<file path="config.mk">
export PLATFORM = sky130hd
export DESIGN_NAME = fixed_power
export DESIGN_NICKNAME = d
export VERILOG_FILES = /design/src/rtl/fixed_power.sv
export SDC_FILE = /design/constraint.sdc
export NUM_CORES = 1
export LEC_CHECK = 0
export BUFFER_PORTS_ARGS = -buffer_cell sky130_fd_sc_hd__buf_2
export CORE_MARGIN = 2
export CORE_UTILIZATION = 60
export CTS_CLUSTER_DIAMETER = 60
export CTS_CLUSTER_SIZE = 12
export DETAILED_ROUTE_END_ITERATION = 12
export PLACE_DENSITY = 0.8
export SYNTH_ARGS = -nofsm -noshare
export SYNTH_HDL_FRONTEND = slang
export SYNTH_SLANG_ARGS = --single-unit
</file>
<file path="constraint.sdc">
create_clock -name clk -period 6.19 [get_ports clk]
set_input_delay 1.238 -clock clk [delete_from_list [all_inputs] [get_ports clk]]
set_output_delay 1.238 -clock clk [all_outputs]
set_load 0.005 [all_outputs]
</file>
<file path="src/rtl/fixed_power.sv">
// -----------------------------------------------------------------------------
// fixed_power
// Iterative fixed-point exponentiator. Raises an unsigned Q10.10 base to a
// 3-bit integer power and performs one 20x20 multiply per clock.
//
// Ports
//   clk          in   1   rising-edge clock
//   rst_n        in   1   asynchronous active-low reset
//   in_valid     in   1   request strobe, sampled only while idle
//   in_data_1    in  20   base x, unsigned Q10.10
//   in_data_2    in   3   exponent n, 0..7
//   busy         out  1   high from capture until the return to idle
//   out_valid    out  1   one-cycle result strobe
//   out_data     out 20   x^n, Q10.10 (held until the next result)
//   out_overflow out  1   result exceeded the Q10.10 range (sticky per op)
//
// Configuration macro
//   FIXED_POWER_SATURATE_EN : when defined, the accumulator clamps to 20'hFFFFF
//                             on the first overflowing step and stays there.
//                             When undefined, the accumulator wraps.
// -----------------------------------------------------------------------------
module fixed_power #(
   parameter int FRAC = 10
) (
   input  logic        clk,
   input  logic        rst_n,
   input  logic        in_valid,
   input  logic [19:0] in_data_1,
   input  logic [2:0]  in_data_2,
   output logic        busy,
   output logic        out_valid,
   output logic [19:0] out_data,
   output logic        out_overflow
);

   typedef enum logic [1:0] {
      ST_IDLE = 2'd0,
      ST_MULT = 2'd1,
      ST_DONE = 2'd2
   } state_t;

   localparam logic [19:0] ONE_Q   = 20'h00400;
   localparam logic [19:0] SAT_MAX = 20'hFFFFF;

   state_t      r_state;
   state_t      w_state_nxt;

   logic [19:0] r_x;
   logic [19:0] r_acc;
   logic [2:0]  r_cnt;
   logic        r_ovf;
   logic        r_busy;
   logic        r_out_valid;
   logic [19:0] r_out_data;
   logic        r_out_ovf;

   logic [19:0] w_x_nxt;
   logic [19:0] w_acc_nxt;
   logic [2:0]  w_cnt_nxt;
   logic        w_ovf_nxt;
   logic        w_busy_nxt;
   logic        w_out_valid_nxt;
   logic [19:0] w_out_data_nxt;
   logic        w_out_ovf_nxt;

   logic [39:0] w_prod;
   logic [29:0] w_q;
   logic        w_step_ovf;
   logic [19:0] w_step_acc;
   logic        w_unused_lsb;

   // Full 40-bit product, then drop FRAC fraction bits (floor, no rounding).
   assign w_prod       = {20'd0, r_acc} * {20'd0, r_x};
   assign w_q          = w_prod[FRAC +: 30];
   assign w_unused_lsb = ^w_prod[FRAC-1:0];
   assign w_step_ovf   = |w_q[29:20];

`ifdef FIXED_POWER_SATURATE_EN
   // Once any step has overflowed the accumulator is pinned at the maximum,
   // even if later multiplies by x<1.0 would bring it back into range.
   assign w_step_acc = (r_ovf || w_step_ovf) ? SAT_MAX : w_q[19:0];
`else
   assign w_step_acc = w_q[19:0];
`endif

   // Next-state and next-register values for the control FSM and datapath.
   always_comb begin
      w_state_nxt     = r_state;
      w_x_nxt         = r_x;
      w_acc_nxt       = r_acc;
      w_cnt_nxt       = r_cnt;
      w_ovf_nxt       = r_ovf;
      w_busy_nxt      = r_busy;
      w_out_valid_nxt = 1'b0;
      w_out_data_nxt  = r_out_data;
      w_out_ovf_nxt   = r_out_ovf;
      case (r_state)
         ST_IDLE: begin
            if (in_valid) begin
               w_state_nxt = ST_MULT;
               w_x_nxt     = in_data_1;
               w_cnt_nxt   = in_data_2;
               w_acc_nxt   = ONE_Q;
               w_ovf_nxt   = 1'b0;
               w_busy_nxt  = 1'b1;
            end else begin
               w_state_nxt = ST_IDLE;
            end
         end
         ST_MULT: begin
            if (r_cnt != 3'd0) begin
               w_acc_nxt = w_step_acc;
               w_cnt_nxt = r_cnt - 3'd1;
               w_ovf_nxt = r_ovf | w_step_ovf;
            end else begin
               w_state_nxt     = ST_DONE;
               w_out_valid_nxt = 1'b1;
               w_out_data_nxt  = r_acc;
               w_out_ovf_nxt   = r_ovf;
            end
         end
         ST_DONE: begin
            w_state_nxt = ST_IDLE;
            w_busy_nxt  = 1'b0;
         end
         default: begin
            w_state_nxt = ST_IDLE;
            w_busy_nxt  = 1'b0;
         end
      endcase
   end

   // FSM state register.
   always_ff @(posedge clk or negedge rst_n) begin
      if (!rst_n) begin
         r_state <= ST_IDLE;
      end else begin
         r_state <= w_state_nxt;
      end
   end

   // Datapath and registered output flops.
   always_ff @(posedge clk or negedge rst_n) begin
      if (!rst_n) begin
         r_x         <= 20'd0;
         r_acc       <= 20'd0;
         r_cnt       <= 3'd0;
         r_ovf       <= 1'b0;
         r_busy      <= 1'b0;
         r_out_valid <= 1'b0;
         r_out_data  <= 20'd0;
         r_out_ovf   <= 1'b0;
      end else begin
         r_x         <= w_x_nxt;
         r_acc       <= w_acc_nxt;
         r_cnt       <= w_cnt_nxt;
         r_ovf       <= w_ovf_nxt;
         r_busy      <= w_busy_nxt;
         r_out_valid <= w_out_valid_nxt;
         r_out_data  <= w_out_data_nxt;
         r_out_ovf   <= w_out_ovf_nxt;
      end
   end

   assign busy         = r_busy;
   assign out_valid    = r_out_valid;
   assign out_data     = r_out_data;
   assign out_overflow = r_out_ovf;

endmodule

</file>
==> results.txt <==
- Die height: about 170 um
* Clock sink count: slightly below 70
- After the first detailed-routing iteration, the DRC count stood at slightly above 1000.
- I/O pin count: a little under 50
- Of the cells placed in the final design, the portion with a size suffix greater than 1 is 0.211.
* Overflow left after global routing: 0
- The final-report max-slew violation count is 0.
* Number of buffers added by the clock tree synthesis step: 9
- Core Area: between 20000 and 30000 um2
- In this run, synthesis inferred 0 flip-flops with an integrated enable.
* Result of the run: finished, violations left
- Growth of design area from synthesis to finish: 16.3%
- The cell count after synthesis came out at approximately 1700.
* Antenna violations before repair: 1
- Synthesis inferred 69 register bits.
- Count of hold buffers inserted by post-cts repair: 0
* Setup slack after layout: -0.592 ns
- Worst slack, placed: -0.521 ns
- Most frequent cells in the layout: sky130_fd_sc_hd__inv_1 (373), sky130_fd_sc_hd__fa_1 (315), sky130_fd_sc_hd__and2_1 (247)
- Clock Root Buffer: sky130_fd_sc_hd__clkbuf_16
- The first global-routing pass estimated approximately 71000 um of wire.
- Clock latency of the later-clocked register in the worst-skew pair: roughly 0.36 ns
- The worst pin sits at a relative slew slack of 0.320.
- The count of buffers added on input and output ports is 48.
- Ratio of final minimum period to clock period: 1.10
- For this design, the slowest cell found on the critical path is sky130_fd_sc_hd__fa_1.
- For this run, the top clock speed supported by timing is roughly 0.15 GHz.
- TritonCTS built the clock tree.
- The critical path is of the flop to flop type.
- The Yosys step of the flow raised 0 warnings.
- Final Non-Filler Cells: 2211
- The library cell used most frequently in the layout, excluding fill and tap cells, is sky130_fd_sc_hd__inv_1.
- At the worst endpoint, the required time is ~6.4 ns.
- Crit path arrival time: 7.03 ns
* Final weighted congestion of routability-driven global placement: a little over 0.9
- HPWL after detailed placement: ~34000 um
* Synth Area per Inst: 9.37 um2
* Detailed-router iteration count before antenna repair: 8
* Finished layout cell area: between 15000 and 20000 um2
- Entering global routing, the biggest net connects 70 pins.
- Count of fill cells added during filler insertion: about 1800
* Slew @ Worst Pin: between 1 and 1.5 ns
- CP peak stage delay: approximately 0.56 ns
- Wire length per cell: 19.9 um
* Part of the Yosys area used for sequential elements: 0.108
- Remaining antenna violation count after routing: 0
- Yosys attributes the largest share of cell area to sky130_fd_sc_hd__fa_1 (40%), sky130_fd_sc_hd__ha_1 (12%), sky130_fd_sc_hd__dfrtp_1 (11%).
- Final hold analysis gives a worst-case slack of about 0.46 ns.
* Placed insts: ~2200
* Combined area of all synthesized cells: ~16000 um2
- Critical Path Start Type: flop
* Number of rows in the core area: 59
- In this run the number of H-tree levels came out at 3.
* Total Routing Usage GR: 0.322
* CP max FO: 8
- The tool flagged a number of max-cap violations equal to 0.
- Library cells used by synthesis: 55
- Post-synthesis async set-or-reset flop share: 1.00
- The via count of the first global-routing pass came to ~14000.
- In this run the worst hold path is classified as flop to flop.
- Hold violation total from the final report: 0
* Initial standard-cell utilization of the core: 0.613
- Via-per-instance ratio: about 5.7
- Count of unresolved DRC violations after routing: 0
- The worst setup path is captured at a flop.
- The routed layout has roughly 13000 vias.
* Maximum buffer depth of the clock tree: 2
- Once placement finished, the instance area stood at between 15000 and 20000 um2.
- Clock transition at path regs: 0.07 ns
* Die Wd: ~170 um
- Post-Synthesis Net Count: 2205
- Largest area contributor in the synthesized netlist: sky130_fd_sc_hd__fa_1
- Setup violations, final: 15
- Final Routed Wirelength: between 40000 and 50000 um
* Number of nets at the end of the flow: between 2000 and 2500
- Setup repair after global routing missed its margin: yes
- Yosys top cell area share: 0.398
- On the final layout, the worst clock skew is roughly 0.013 ns.
* Failing checks: setup timing
- Die Outline Area: between 20000 and 30000 um2
- Final critical delay including setup and external delays: between 6 and 7 ns
* Dominant register cell in the synthesized netlist: sky130_fd_sc_hd__dfrtp_1
==> worst max-delay path: cells and delay by family, from the launching register on <==
family | cells | cell delay (ns)
buffers and inverters | 9 | 0.88
AO/OA/AOI/OAI | 5 | 1.02
adder cells (fa/ha/maj) | 8 | 3.79
XOR/XNOR | 1 | 0.19
flip-flops | 1 | 0.53
AND/OR/NAND/NOR | 2 | 0.25
==> area by class of cell <==
type                       instances  area (um2)  share of cell area
multi-input combinational       1171       13000               0.695
timing repair buffer             242        1820              0.0974
sequential                        69        1750              0.0937
inverter                         377        1420              0.0759
tap                              335         419              0.0225
clock buffer                       9         225              0.0121
clock inverter                     7        55.1             0.00295
antenna                            1        2.50            0.000134
==> final timing paths <==
check,startpoint,end,slack [ns],cells after the start
setup / recovery,r_x[11],r_acc[15],-0.59,25
hold / removal,r_state[1],busy,0.46,1
setup reg to reg,r_x[11],r_acc[15],-0.59,25
hold reg to reg,r_state[1],busy,0.46,1
max in group asynchronous,rst_n,r_x[3],4.41,1
min in group asynchronous,rst_n,r_x[1],1.06,1
==> Yosys cell counts (2+ instances only) <==
cell type and instances:
sky130_fd_sc_hd__a211oi_1 6, sky130_fd_sc_hd__a21o_1 5, sky130_fd_sc_hd__a21oi_1 45, sky130_fd_sc_hd__a21oi_2 2
sky130_fd_sc_hd__a22o_1 19, sky130_fd_sc_hd__a31oi_1 5, sky130_fd_sc_hd__and2_1 250, sky130_fd_sc_hd__and3_1 4
sky130_fd_sc_hd__and4_1 2, sky130_fd_sc_hd__buf_6 3, sky130_fd_sc_hd__clkbuf_1 89, sky130_fd_sc_hd__dfrtp_1 69
sky130_fd_sc_hd__fa_1 319, sky130_fd_sc_hd__ha_1 150, sky130_fd_sc_hd__inv_1 377, sky130_fd_sc_hd__mux2_2 41
sky130_fd_sc_hd__nand2_1 178, sky130_fd_sc_hd__nand2_2 2, sky130_fd_sc_hd__nand3_1 10, sky130_fd_sc_hd__nand4_1 7
sky130_fd_sc_hd__nor2_1 21, sky130_fd_sc_hd__nor2b_1 2, sky130_fd_sc_hd__nor3_1 4, sky130_fd_sc_hd__nor3b_1 3
sky130_fd_sc_hd__nor4_1 2, sky130_fd_sc_hd__o211ai_1 5, sky130_fd_sc_hd__o21a_1 3, sky130_fd_sc_hd__o21ai_0 26
sky130_fd_sc_hd__o21ai_1 2, sky130_fd_sc_hd__o21bai_1 3, sky130_fd_sc_hd__o31ai_1 2, sky130_fd_sc_hd__o41ai_1 2
sky130_fd_sc_hd__or3_1 2, sky130_fd_sc_hd__xnor2_1 20, sky130_fd_sc_hd__xor2_1 10
==> through the flow <==
stage	TNS, ns	util
global route	-7.11	0.713
detailed placement	-2.13	0.679
global placement	-1.91	0.679
finish	-3.89	0.713
floorplan	0	-
CTS	-1.26	0.701
==> per-layer routing <==
layer  global-route usage  part of all wire
met1                0.402              0.37
met2                0.564              0.51
met3               0.0383             0.068
met4                0.150             0.058
met5                    0                 0
==> cells by family after synthesis <==
group                    count (synthesis)  synth area share
AO/OA/AOI/OAI                          141            0.0599
XOR/XNOR                                30            0.0164
adder cells (fa/ha/maj)                469             0.516
buffers and inverters                  470             0.112
flip-flops                              69             0.108
multiplexers                            41            0.0288
AND/OR/NAND/NOR                        490             0.160
==> repair_timing <==
| item | in CTS | in global routing |
|---|---|---|
| buffers inserted | 15 | 11 |
| pin swaps | 23 | 42 |
| setup endpoints to repair | 15 | 18 |
| gates resized for setup | 47 | 48 |
| endpoints found under the hold margin | 0 | 0 |
==> sequential cells by signal, summed over array words and instances (netlist names) <==
signal / flops
r_acc: 20
r_ovf: 1
out_data: 20
out_overflow: 1
r_x: 20
r_state: 2
busy: 1
out_valid: 1
r_cnt: 3
Power is left out: the tool's default activity adds up to more than one toggle a clock period on the data nets, which glitch-free logic cannot reach.
